[src/rtl/bpu_update_gen.sv]
// bpu_update_gen: tracks in-flight fetch packet predictions in an in-order
// queue, compares them against backend resolutions and emits a registered
// one-cycle flush with the corrected fetch target to the PC generator.
// Optional build macro: BPU_UPDATE_STAT_EN adds resolve/mispredict counters.
// Handshake: a fetch packet is accepted on any cycle with fetch_valid_i=1 and
// stall_o=0 and no flush being generated; resolve/redirect are single-cycle
// strobes with no back-pressure.

package bpu_update_pkg;
  typedef struct packed {
    logic        taken;
    logic [31:0] npc;
  } bpu_predict_t;

  typedef struct packed {
    logic        flush;
    logic [29:0] br_target;
    logic        btb_we;
    logic [29:0] btb_pc;
    logic        ras_push;
    logic        ras_pop;
  } bpu_update_t;
endpackage

module bpu_update_gen
  import bpu_update_pkg::*;
#(
  parameter int DEPTH = 8
) (
  input  logic         clk,
  input  logic         rst_n,
  input  logic         fetch_valid_i,
  input  logic [31:0]  fetch_pc_i,
  input  bpu_predict_t predict_i,
  input  logic         resolve_valid_i,
  input  logic         resolve_taken_i,
  input  logic [31:0]  resolve_target_i,
  input  logic         redirect_valid_i,
  input  logic [31:0]  redirect_target_i,
  output bpu_update_t  update_o,
  output logic         stall_o,
  output logic         err_o
`ifdef BPU_UPDATE_STAT_EN
  ,
  output logic [31:0]  stat_resolve_o,
  output logic [31:0]  stat_mispredict_o
`endif
);

  localparam int AW = $clog2(DEPTH);

  logic [AW:0]   wr_ptr_q, wr_ptr_d;
  logic [AW:0]   rd_ptr_q, rd_ptr_d;
  logic [28:0]   pc_mem_q  [DEPTH];
  logic [29:0]   npc_mem_q [DEPTH];
  bpu_update_t   update_q, update_d;
  logic          err_q, err_d;

  logic          full, empty;
  logic          resolve_ok, mispredict, clear, pop, push;
  logic [28:0]   head_pc;
  logic [29:0]   head_npc;
  logic [31:0]   actual;

  // Bits below the packet/word alignment carry no information here.
  logic unused_bits;
  assign unused_bits = ^{fetch_pc_i[2:0], predict_i.taken, predict_i.npc[1:0],
                         resolve_target_i[1:0], redirect_target_i[1:0]};

  assign full  = (wr_ptr_q[AW] != rd_ptr_q[AW]) &&
                 (wr_ptr_q[AW-1:0] == rd_ptr_q[AW-1:0]);
  assign empty = (wr_ptr_q == rd_ptr_q);

  // Head compare, event priority (redirect > resolve > push) and next state.
  always_comb begin
    head_pc    = pc_mem_q[rd_ptr_q[AW-1:0]];
    head_npc   = npc_mem_q[rd_ptr_q[AW-1:0]];
    actual     = resolve_taken_i ? resolve_target_i : {head_pc + 29'd1, 3'b000};
    mispredict = (actual[31:2] != head_npc);
    resolve_ok = resolve_valid_i && !empty && !redirect_valid_i;
    clear      = redirect_valid_i || (resolve_ok && mispredict);
    pop        = resolve_ok && !mispredict;
    push       = fetch_valid_i && !full && !clear;

    update_d = '0;
    if (redirect_valid_i) begin
      update_d.flush     = 1'b1;
      update_d.br_target = redirect_target_i[31:2];
    end else if (resolve_ok && mispredict) begin
      update_d.flush     = 1'b1;
      update_d.br_target = actual[31:2];
    end

    if (clear) begin
      wr_ptr_d = '0;
      rd_ptr_d = '0;
    end else begin
      wr_ptr_d = wr_ptr_q + {{AW{1'b0}}, push};
      rd_ptr_d = rd_ptr_q + {{AW{1'b0}}, pop};
    end

    err_d = err_q | (resolve_valid_i && empty && !redirect_valid_i);
  end

  // Pointers, registered flush and sticky error.
  always_ff @(posedge clk or negedge rst_n) begin
    if (!rst_n) begin
      wr_ptr_q <= '0;
      rd_ptr_q <= '0;
      update_q <= '0;
      err_q    <= 1'b0;
    end else begin
      wr_ptr_q <= wr_ptr_d;
      rd_ptr_q <= rd_ptr_d;
      update_q <= update_d;
      err_q    <= err_d;
    end
  end

  // Entry storage; validity is tracked by the pointers alone.
  always_ff @(posedge clk) begin
    if (push) begin
      pc_mem_q[wr_ptr_q[AW-1:0]]  <= fetch_pc_i[31:3];
      npc_mem_q[wr_ptr_q[AW-1:0]] <= predict_i.npc[31:2];
    end
  end

  assign update_o = update_q;
  assign stall_o  = full;
  assign err_o    = err_q;

`ifdef BPU_UPDATE_STAT_EN
  logic [31:0] stat_resolve_q, stat_mispredict_q;

  // Saturating counters of non-empty resolves and of mispredicts.
  always_ff @(posedge clk or negedge rst_n) begin
    if (!rst_n) begin
      stat_resolve_q    <= '0;
      stat_mispredict_q <= '0;
    end else begin
      if (resolve_ok && (stat_resolve_q != 32'hFFFF_FFFF))
        stat_resolve_q <= stat_resolve_q + 32'd1;
      if (resolve_ok && mispredict && (stat_mispredict_q != 32'hFFFF_FFFF))
        stat_mispredict_q <= stat_mispredict_q + 32'd1;
    end
  end

  assign stat_resolve_o    = stat_resolve_q;
  assign stat_mispredict_o = stat_mispredict_q;
`endif

endmodule
[config.mk]
export PLATFORM = sky130hd
export DESIGN_NAME = bpu_update_gen
export DESIGN_NICKNAME = d
export VERILOG_FILES = /design/src/rtl/bpu_update_gen.sv
export SDC_FILE = /design/constraint.sdc
export NUM_CORES = 1
export LEC_CHECK = 0
export ABC_AREA = 1
export CAP_MARGIN = 5
export CELL_PAD_IN_SITES_DETAIL_PLACEMENT = 0
export CELL_PAD_IN_SITES_GLOBAL_PLACEMENT = 1
export CORE_UTILIZATION = 46
export DETAILED_ROUTE_END_ITERATION = 8
export PLACE_DENSITY = 0.81
export SLEW_MARGIN = 0
export SYNTH_ARGS = -nofsm -noshare
export SYNTH_HDL_FRONTEND = slang
export SYNTH_SLANG_ARGS = --single-unit
[constraint.sdc]
create_clock -name clk -period 5.7 [get_ports clk]
set_clock_uncertainty 0.2 [all_clocks]
set_input_delay 0.855 -clock clk [delete_from_list [all_inputs] [get_ports clk]]
set_output_delay 0.855 -clock clk [all_outputs]
set_load 0.005 [all_outputs]
==> impl_results.md <==
* Sw frac at 21.5%
* Final Slew Violations at 0
* GR peak layer: met2
* Area Overhead vs Synth at 16.6%
* Max Fclk at 194 MHz
* Tot Pwr at 0.00817 W
* Yosys cell types at 43
* Most frequent CP cell: nand2_1
* Syn Area/Cell at 9.88 um2
* Met3 GRT Util at 3.78%
* Clock Latency Late Sink at 0.62 ns
* Filler cells at 4,436
* # DRC at 0
* GP Congestion at 0.911
* Dpl hpwl at 41.2 mm
* Vias at 17,200
* Share of flip-flops with an asynchronous set or reset at 7.81%
* Buffers and inverters on the worst path at 2
* Starting DRT DRC Count at 1,541
* Yosys warnings at 0
* Synth Flop Type: edfxtp_1
* Hold WC Path Type: in2async
* IO buf count at 157
* Total CTS buffers at 52
* Flops & latches, synth at 512
* Die H at 230 um
* Total internal power at 0.00642 W
* DIE AREA at 0.0528 mm2
* Die extent in x at 230 um
* Reg clk slew, reported paths at 0.06 ns
* Normalized max-slew margin at 31.1%
* CTS tree: built
* Final period util at 90.7%
* First-pass GRT wire length at 97.0 mm
* H-tree Lvls at 2
* # diodes at 0
* Tmin final at 5.17 ns
* Most frequent cells in the layout: nand2_1 (855), edfxtp_1 (472), nand3_1 (249)
* Met1 Use GR at 34.3%
* FP Rows at 83
* GR Layer Usage met2 at 39.7%
* Max-cap violations at 0
* Wirelength per Cell at 19.7 um
* CORE AREA at 0.0513 mm2
* CP top delay family: simple AND/OR/NAND/NOR gates
* RSZ-0062 raised after global routing: false
* Critical Path AT at 5.20 ns
* CP endpoint kind: flip-flop
* CP max FO at 54
* Final hold vios at 0
* Nets at 2,689
* Final setup violation count at 0
* Seq/Total Area, Yosys at 63.6%
* Vias in the first global route at 16,400
* Remaining antenna violation count at 0
* Drt pass-1 iters at 6
* Worst stage delay on the critical path at 0.62 ns
* Hold buffers post-CTS at 0
* Worst hold slack at 0.228 ns
* Kind of critical path: reg2reg
* Critical Path RT at 5.74 ns
* Cells after Synth at 2,414
* Clk pwr share at 43.0%
* Total GRT Usage at 24.5%
* Largest net degree at the start of global routing at 136
* Global route overflow at 0
* NetSw at 0.00175 W
* Combinational Power Share at 5.9%
* CTS Sinks at 512
* Max rail drop VDD at 244 uV
* Power share of the sequential group at 51.1%
* EDFF count, synth at 472
* Util after Layout at 54.2%
* Synth Cell Area at 0.0239 mm2
* Setup TNS at 0 ns
* Crit-path slowest cell: dfrtp_4
* CTS root buf: clkbuf_16
* Static Leak at 11.3 nW
* IO Pins at 201
* Initial antenna violation count at 0
* Status: finished, final reports clean
* Ratio of cells with drive above 1 in the final layout at 7.52%
* Deepest clock path buffer count at 3
* Worst-margin pin slew at 1.03 ns
* Post-CTS resize count at 0
* P per Cell Area at 294 mW/mm2
* Total length of routed wires at 64.5 mm
* Setup Buffers After CTS at 0
* Initial Util at 46.5%
* Most common cell after layout, fill and taps aside: nand2_1
* Routed vias/inst at 5.27
* Element type at the critical path start: flip-flop
[cells by family (layout without fill, tap and decap cells)]
logic type / Yosys count / after routing / synth area share, %
AOI/OAI and AO/OA: 186 / 186 / 4.97
DFF: 512 / 512 / 63.6
xor gates and xnor gates: 13 / 13 / 0.477
muxes: 1 / 1 / 0.0420
other: 1 / 33 / 0.0157
and+or+nand+nor: 1318 / 1318 / 23.3
buffers and inverters: 378 / 525 / 7.32
adders and majority gates: 5 / 5 / 0.262
[final cells by class]
| cell class | instances | area, um2 | area share (%) |
|---|---|---|---|
| well taps | 680 | 851 | 3.06 |
| multi-input cells | 1556 | 7100 | 25.5 |
| clock buffers | 74 | 1500 | 5.37 |
| repair buffers | 191 | 2010 | 7.22 |
| clock inverters | 24 | 302 | 1.08 |
| inverters | 236 | 893 | 3.21 |
| flip-flops and latches | 512 | 15200 | 54.6 |
[cells in the mapped netlist, types with 5 or more instances]
library cell / number / share of area [%]
buf_4: 44 / 1.4
inv_2: 6 / 0.094
edfxtp_1: 472 / 59
xor2_1: 8 / 0.29
o221ai_1: 6 / 0.22
inv_1: 229 / 3.6
buf_1: 6 / 0.094
a32o_1: 36 / 1.5
nor2_2: 28 / 0.73
nand4_1: 16 / 0.42
buf_6: 12 / 0.57
a21oi_1: 69 / 1.4
dfrtp_1: 40 / 4.2
clkbuf_1: 23 / 0.36
o21ai_1: 23 / 0.48
ha_1: 5 / 0.26
nand3_1: 249 / 5.2
nor2_1: 118 / 1.9
a22oi_1: 6 / 0.19
nand3b_1: 6 / 0.19
buf_2: 57 / 1.2
or2_2: 25 / 0.66
nand2_1: 855 / 13
o21ai_0: 34 / 0.71
xnor2_1: 5 / 0.18
[power by group through the flow]
stage / Clock (W) / Combinational [W] / Sequential (W)
2_1_floorplan: 0 / 0.000219 / 0.00426
3_3_place_gp: 0 / 0.000473 / 0.00425
3_5_place_dp: 0 / 0.000480 / 0.00425
4_1_cts: 0.00356 / 0.000483 / 0.00418
5_1_grt: 0.00370 / 0.000528 / 0.00418
6_report: 0.00351 / 0.000483 / 0.00418
[flip-flops by register name, summed over array words and instances (netlist names)]
register   cells
rd_ptr_q       4
update_o      31
npc_mem_q    240
pc_mem_q     232
wr_ptr_q       4
err_o          1
[final timing paths]
kind	from	end	slack [ns]	cells after the start
worst max-delay path	rd_ptr_q[0]	pc_mem_q[0][13]	0.53	25
worst min-delay path	rst_n	update_o[39]	0.23	1
min in group clk	err_o	err_o	0.28	1
worst max register to register	rd_ptr_q[0]	pc_mem_q[0][13]	0.53	25
worst min register to register	err_o	err_o	0.28	1
max in group asynchronous	rst_n	rd_ptr_q[0]	4.33	1
[layer usage]
metal  up-vias  routed length [um]  part of all wire [%]
met4         0                1440                   2.2
met5         -                   0                     0
met2       577               30000                    47
met3        91                4400                   6.8
met1      8308               28700                    44
li1       8257                   -                     -
[metrics by stage]
| stage | std cells | instance area (um2) | setup slack [ns] |
|---|---|---|---|
| 6_report | 3273 | 27800 | 0.533 |
| 5_1_grt | 3273 | 27800 | 0.137 |
| 4_1_cts | 3273 | 27800 | 0.528 |
| 3_5_place_dp | 3175 | 26000 | 0.570 |
| 3_3_place_gp | 3175 | 26000 | 0.581 |
| 2_1_floorplan | 2446 | 24000 | 0.791 |
(Power assumes the default switching activity.)
